File: config.mk
export PLATFORM = sky130hd
export DESIGN_NAME = number_feeder_flat
export DESIGN_NICKNAME = d
export VERILOG_FILES = /design/src/rtl/number_feeder_if.sv /design/src/rtl/number_feeder.sv /design/src/flat_wrapper.sv
export SDC_FILE = /design/constraint.sdc
export NUM_CORES = 1
export LEC_CHECK = 0
export CAP_MARGIN = 20
export CORE_UTILIZATION = 35
export DETAILED_ROUTE_END_ITERATION = 10
export HOLD_SLACK_MARGIN = 0.05
export SYNTH_ARGS = -nofsm -noshare
export SYNTH_HDL_FRONTEND = slang
export SYNTH_SLANG_ARGS = --single-unit
File: constraint.sdc
create_clock -name clk -period 2.44 [get_ports clk]
set_clock_uncertainty 0.2 [all_clocks]
set_input_delay 0.61 -clock clk [delete_from_list [all_inputs] [get_ports clk]]
set_output_delay 0.61 -clock clk [all_outputs]
set_load 0.01 [all_outputs]
File: src/rtl/number_feeder_if.sv
// Bundle of the memory-load and stream signals shared between the number
// feeder and its controller or downstream consumer. The master modport is the
// controller side. The slave modport is the feeder itself.
`timescale 1ns/1ps
interface number_feeder_if #(
  parameter int WIDTH  = 6,
  parameter int ADDR_W = 4
);
  logic              wr_en;
  logic [ADDR_W-1:0] wr_addr;
  logic [WIDTH-1:0]  wr_data;
  logic [ADDR_W-1:0] cnt;
  logic              start;
  logic              busy;
  logic              out_valid;
  logic              out_ready;
  logic [WIDTH-1:0]  out_data;
  logic              out_last;
  logic              done;

  modport master (
    output wr_en, wr_addr, wr_data, cnt, start, out_ready,
    input  busy, out_valid, out_data, out_last, done
  );

  modport slave (
    input  wr_en, wr_addr, wr_data, cnt, start, out_ready,
    output busy, out_valid, out_data, out_last, done
  );
endinterface

File: src/rtl/number_feeder.sv
// Number feeder: a small register-file memory that is loaded while idle.
// On request it streams the first len entries out through a valid/ready port.
// A one-cycle done pulse follows the final transfer.
`timescale 1ns/1ps
module number_feeder #(
  parameter int WIDTH  = 6,
  parameter int DEPTH  = 16,
  parameter int ADDR_W = 4   // must satisfy 2**ADDR_W == DEPTH
) (
  input  logic            clk,
  input  logic            rst,   // synchronous, active-low
  number_feeder_if.slave  bus
);

  typedef enum logic [1:0] {
    S_IDLE   = 2'd0,
    S_STREAM = 2'd1,
    S_FINISH = 2'd2
  } state_t;

  // One extra bit so that a full-depth stream (len == DEPTH) fits.
  localparam logic [ADDR_W:0] LEN_FULL = (ADDR_W+1)'(DEPTH);
  localparam logic [ADDR_W:0] ONE      = (ADDR_W+1)'(1);

  state_t            state_q, state_d;
  logic [ADDR_W:0]   ptr_q, ptr_d;
  logic [ADDR_W:0]   len_q, len_d;
  logic [WIDTH-1:0]  mem_q [DEPTH];

  logic              streaming;
  logic              is_last;
  logic              mem_we;

  assign streaming = (state_q == S_STREAM);
  // len is never zero while streaming, so len-1 cannot underflow there.
  assign is_last   = (ptr_q == len_q - ONE);
  // The memory is frozen while a stream is in flight.
  assign mem_we    = bus.wr_en && (state_q == S_IDLE);

  // Next-state logic: start, advance the pointer on each transfer, and finish after the last one.
  always_comb begin
    state_d = state_q;
    ptr_d   = ptr_q;
    len_d   = len_q;
    case (state_q)
      S_IDLE: begin
        if (bus.start) begin
          ptr_d   = '0;
          len_d   = (bus.cnt == '0) ? LEN_FULL : {1'b0, bus.cnt};
          state_d = S_STREAM;
        end
      end
      S_STREAM: begin
        if (bus.out_ready) begin
          // The pointer parks on the last entry rather than stepping past len-1.
          if (is_last) state_d = S_FINISH;
          else         ptr_d   = ptr_q + ONE;
        end
      end
      S_FINISH: state_d = S_IDLE;
      default:  state_d = S_IDLE;
    endcase
  end

  // Control state registers. A low rst clears them, ahead of any start or transfer.
  always_ff @(posedge clk) begin
    // NOTE: sequential state uses non-blocking (<=) so that every register
    // samples the pre-edge values and simulation matches the synthesized flops.
    if (!rst) begin
      state_q <= S_IDLE;
      ptr_q   <= '0;
      len_q   <= '0;
    end else begin
      state_q <= state_d;
      ptr_q   <= ptr_d;
      len_q   <= len_d;
    end
  end

  // Number storage. It is written only while idle and is cleared by reset.
  always_ff @(posedge clk) begin
    // NOTE: memories are usually left unreset so they can map to RAM macros.
    // This one is a small flop array that must read back as zeros after reset,
    // so every entry is cleared here.
    if (!rst) begin
      for (int i = 0; i < DEPTH; i++) mem_q[i] <= '0;
    end else if (mem_we) begin
      mem_q[bus.wr_addr] <= bus.wr_data;
    end
  end

  // Stream outputs are decoded from the registered state. Data is forced to zero when not valid.
  assign bus.out_valid = streaming;
  assign bus.out_data  = streaming ? mem_q[ptr_q[ADDR_W-1:0]] : '0;
  assign bus.out_last  = streaming && is_last;
  assign bus.done      = (state_q == S_FINISH);
  assign bus.busy      = (state_q != S_IDLE);

endmodule

File: src/flat_wrapper.sv
// flat-port wrapper written by rule: the top's interface ports become plain ports
module number_feeder_flat 
#(
  parameter int WIDTH  = 6,
  parameter int DEPTH  = 16,
  parameter int ADDR_W = 4                                     
)
  (clk, rst, bus_wr_en, bus_wr_addr, bus_wr_data, bus_cnt, bus_start, bus_out_ready, bus_busy, bus_out_valid, bus_out_data, bus_out_last, bus_done);
  number_feeder_if #(.WIDTH(WIDTH), .ADDR_W(ADDR_W)) bus_i ();
  input  logic clk;
  input  logic rst;
  input wire logic [$bits(bus_i.wr_en)-1:0] bus_wr_en;
  input wire logic [$bits(bus_i.wr_addr)-1:0] bus_wr_addr;
  input wire logic [$bits(bus_i.wr_data)-1:0] bus_wr_data;
  input wire logic [$bits(bus_i.cnt)-1:0] bus_cnt;
  input wire logic [$bits(bus_i.start)-1:0] bus_start;
  input wire logic [$bits(bus_i.out_ready)-1:0] bus_out_ready;
  output wire logic [$bits(bus_i.busy)-1:0] bus_busy;
  output wire logic [$bits(bus_i.out_valid)-1:0] bus_out_valid;
  output wire logic [$bits(bus_i.out_data)-1:0] bus_out_data;
  output wire logic [$bits(bus_i.out_last)-1:0] bus_out_last;
  output wire logic [$bits(bus_i.done)-1:0] bus_done;
  assign bus_i.wr_en = bus_wr_en;
  assign bus_i.wr_addr = bus_wr_addr;
  assign bus_i.wr_data = bus_wr_data;
  assign bus_i.cnt = bus_cnt;
  assign bus_i.start = bus_start;
  assign bus_i.out_ready = bus_out_ready;
  assign bus_busy = bus_i.busy;
  assign bus_out_valid = bus_i.out_valid;
  assign bus_out_data = bus_i.out_data;
  assign bus_out_last = bus_i.out_last;
  assign bus_done = bus_i.done;
  number_feeder #(.WIDTH(WIDTH), .DEPTH(DEPTH), .ADDR_W(ADDR_W)) u_core (.clk(clk), .rst(rst), .bus(bus_i));
endmodule
; ---- Yosys cells after proc, flatten, opt, wreduce, memory -nomap -nowiden
; Memory sizes are Yosys's and may differ from the RTL's. A register that Yosys moved wholly into a read port is not among the register bits.
; Cells that the tools add are included.
[totals]
ff_bits = 12
ramBits = 96
in_bits = 19
out_inout_bits = 10
word_cells = 42
n_memories = 1
[op_classes]
addsub = 2
eq_ne = 7
n_mux = 19
reduce_logical = 10
[mem_list]
columns = name, depth, width, read_ports, rd_ports_with_merged_regs, wr, line_no
row1 = u_core.mem_q, 16, 6, 1, 1, 16, number_feeder.sv:28  ; logic [WIDTH-1:0] mem_q [DEPTH];
[op_table]
columns = cell, n
row1 = $mux W5, 4
row2 = $mux W4, 3
row3 = $mux W6, 2
row4 = $pmux W5 S2, 1
row5 = $ne A2 B2 Y1 const B, 4
row6 = $mux W2, 3
row7 = $reduce_or A6 Y1, 1
row8 = $add A5 B1 Y5 const B, 1
row9 = $eq A5 B5 Y1, 1
row10 = $mux W1, 5
row11 = $sub A5 B1 Y5 const B, 1
row12 = $logic_not A4 Y1, 1
row13 = $pmux W2 S2, 1
row14 = $reduce_and A4 Y1, 1
row15 = $reduce_bool A2 Y1, 2
row16 = $reduce_and A3 Y1, 1
row17 = $eq A2 B1 Y1 const B, 1
row18 = $eq A2 B2 Y1 const B, 1
row19 = $logic_and A1 B1 Y1, 2
row20 = $logic_not A2 Y1, 1
row21 = $reduce_and A2 Y1, 1

; ---- Logic depth before layout (Yosys ltp)
[logic_depth]
ltp_word = 7
ltp_mapped = 7
depth_no_buf = 7

; ---- Least setup slack after synthesis
; No wires, ideal clock.
[synth_timing]
path_type = register to output
start = register (tool-made name)
end = output bus_out_data[0]
t_arrival_ns = 1.817
setup_slack_ns = -0.187
path_stages_with_launch = 6
path_buffers = 2
path_cell_list = dfxtp_1 -> clkbuf_1 -> clkbuf_1 -> mux4_2 -> mux4_2 -> and2_1
[synth_rtl]
columns = element, line_no
row1 = "end, declared", flat_wrapper.sv:20  ; output wire logic [$bits(bus_i.out_data)-1:0] bus_out_data;

==> summary.txt <==
Std-Cell Core Area - 14,800 um2
total of flip-flops plus latches after synthesis - 112
max capacitance violation total - 0
sink count of the clock tree - 112
sequential-to-total area share from yosys stat - 59.8%
worst-case vdd ir drop - 0.432 mV
maximum root-to-sink buffer count - 2
cell type with the largest total area after synthesis - edfxtp_1
primary flip-flop cell chosen by synthesis mapping - edfxtp_1
pre-CTS worst setup slack - -0.580 ns
asr flop ratio synth - 0%
Yosys cell types - 39
GRT Util Overall - 18.4%
initial core utilization - 36.3%
total I/O pin count - 29
startpoint of the worst register-to-register path - u_core.len_q[0]
final std cells w/o fill - 660
RSZ-0062 raised after global routing - true
top fanout value on the critical path - 5
Filler cells - 1,327
Antenna diodes - 0
run status - finished, violations left
kind of launch point of the worst setup path - flip-flop
Placer Congestion - 0.881
number of violations reported at the end of detailed-routing iteration 0 - 301
global-route wire length before repair - 21.1 mm
wire per inst - 20.4 um
ratio of final minimum period to clock period - 125%
final count of hold timing violations - 0
Worst Hold Depth - 2
final setup violation count - 7
nets - 492
total power after layout - 4.08 mW
number of pins with negative max-slew slack in the final report - 0
detailed-routing iteration count for the pre-antenna-repair pass - 5
number of warnings reported in the yosys synthesis log - 0
Clock Pin Slew Worst Setup and Hold Paths - 0.08 ns
register-to-register path setup slack - 0.09 ns
post-detailed-route count of antenna-violating nets - 0
antenna violations before repair - 0
maximum number of pins on one net before global-route repair - 31
violations in the final reports - setup timing
top cell type's share of synthesized area - 53.8%
syn_area_per_cell - 14.2 um2
total gr overflow - 0
hold slack - 0.370 ns
buffers added on ports - 28
number of placement rows - 44
number of cells traversed by the worst register-to-register path - 9
endpoint type of the worst setup path - output port
via count of the first global-routing pass - 3,394
Area Growth Syn to Fin - 26.5%
Die Area - 15,800 um2
Syn Std Cell Area - 5360 um2
worst skew pair latency - 0.35 ns
CTS Root Buffer Type - clkbuf_16
Die X - 126 um
total number of vias - 3,391
H-tree levels - 3
via density per instance - 5.14
CP Capture Point - bus_out_data[3]
synthesized netlist cell count - 377
Slew Limit Headroom - 56.8%
number of enable-type register cells in the synthesized netlist - 96
maximum frequency from static timing analysis - 328 MHz
Placed Cells - 636
pwr dens - 601 nW/um2
top cells by area, synth - edfxtp_1 (54%), and2_1 (12%), mux4_2 (11%), dfxtp_1 (6.0%), mux4_1 (2.0%)
path class of the lowest-slack min-delay path - flip-flop to flip-flop
required time at the worst-slack endpoint - 1.63 ns
leakage power of the design - 2.52 nW
CTS tree - yes
most frequently used cell type in the post-synthesis netlist - and2_1
worst setup margin - -0.613 ns
share of post-route cells with drive strength above 1 - 32.1%
Chip Height - 126 um
class of the most critical setup path - flip-flop to output port
CP arrival - 2.24 ns
DP HPWL - 9.87 mm
min cycle time layout - 3.05 ns
Tightest Pin Transition - 0.643 ns
post-detailed-route DRC marker count - 0
total length of routed wires - 13.4 mm
clock buffer count from CTS - 9
Commonest cells post-synth - and2_1 (103), edfxtp_1 (96), mux4_2 (26)
synthesized netlist net count - 398
==> power breakdown <==
part	switching, mW	internal (mW)	total, mW
registers	0.0493	2.15	2.20
clock network	0.735	0.719	1.45
logic	0.198	0.227	0.424
==> cells in the final DEF (no fill, tap or decap), types with 3 or more instances in the layout <==
cell type        Yosys  final
buf_16               0      3
o221a_2              3      3
mux2i_1              7      7
edfxtp_1            96     96
nand2b_1             9      8
nand2_1             11     11
nand3b_1             3      3
nor4_1               3      3
nor2b_1              6      6
buf_4                0     66
clkdlybuf4s50_1      0     20
dfxtp_1             16     13
mux4_2              26     30
and2_1             103     97
nor3_1               6      5
nor2_1              17     15
clkbuf_16            0      9
buf_6                3     10
nand3_1              6      6
and2_4               0      6
o21ai_0             12     12
==> worst min path at each step <==
| stage | end | slack [ns] | from |
|---|---|---|---|
| final | u_core.len_q[3] | 0.37 | u_core.len_q[3] |
| after CTS | u_core.state_q[0] | 0.35 | u_core.state_q[1] |
| after global placement | u_core.state_q[0] | 0.32 | u_core.state_q[1] |
| after floorplan | u_core.state_q[0] | 0.26 | u_core.state_q[1] |
| after detailed placement | u_core.state_q[0] | 0.33 | u_core.state_q[1] |
| after global routing | u_core.state_q[0] | 0.42 | u_core.state_q[1] |
==> per-layer routing <==
metal  wire length (um)  part of all wire, %  track usage [%]  up-vias
met5                  0                    0                0        -
met4                329                  2.4             8.15        0
met3                727                  5.4             2.51       18
met2               6270                   47             28.7      114
met1               6120                   46             25.8     1677
li1                   -                    -                -     1582
==> through the flow <==
stage          instance area (um2)  setup TNS [ns]  utilization [%]
2_1_floorplan                 5380          -0.391                -
3_3_place_gp                  6310          -11.22             42.8
3_5_place_dp                  6310          -12.14             42.8
4_1_cts                       6790           -3.88             46.0
5_1_grt                       6780           -4.05             45.9
6_report                      6780           -3.66             45.9
==> worst max-delay path: stages (launching register included) <==
cell	delay, ns
dfxtp_4	0.38
buf_6	0.14
buf_16	0.12
mux4_2	0.49
mux4_2	0.49
and2_4	0.16
buf_6	0.11
==> timing repair <==
item	in CTS	in global routing
hold buffers	0	0
pin swaps	8	1
endpoints found under the setup margin	8	10
buffers inserted	6	0
gates resized for setup	53	3
cloned	3	0
==> cells by family after synthesis <==
| group | after synthesis | synth area share [%] |
|---|---|---|
| buffers and inverters | 24 | 2.12 |
| flip-flops | 112 | 59.8 |
| AO/OA/AOI/OAI | 25 | 3.60 |
| XOR/XNOR | 6 | 1.12 |
| AND/OR/NAND/NOR | 171 | 18.7 |
| multiplexers | 37 | 14.2 |
| adder cells (fa/ha/maj) | 2 | 0.467 |
==> flip-flops by register name, indices dropped and copies added (netlist names), named ones only <==
signal	count
u_core.len_q	5
u_core.ptr_q	5
u_core.mem_q	96
u_core.state_q	2
==> area by class of cell <==
type / count / area (um2) / share of cell area, %
inverters: 4 / 18.8 / 0.277
multi-input cells: 241 / 2090 / 30.8
repair buffers: 103 / 948 / 14.0
well taps: 184 / 230 / 3.40
clock buffers: 10 / 229 / 3.38
clock inverters: 6 / 56.3 / 0.831
flip-flops and latches: 112 / 3210 / 47.3
Power figures use the tool's default switching activity.
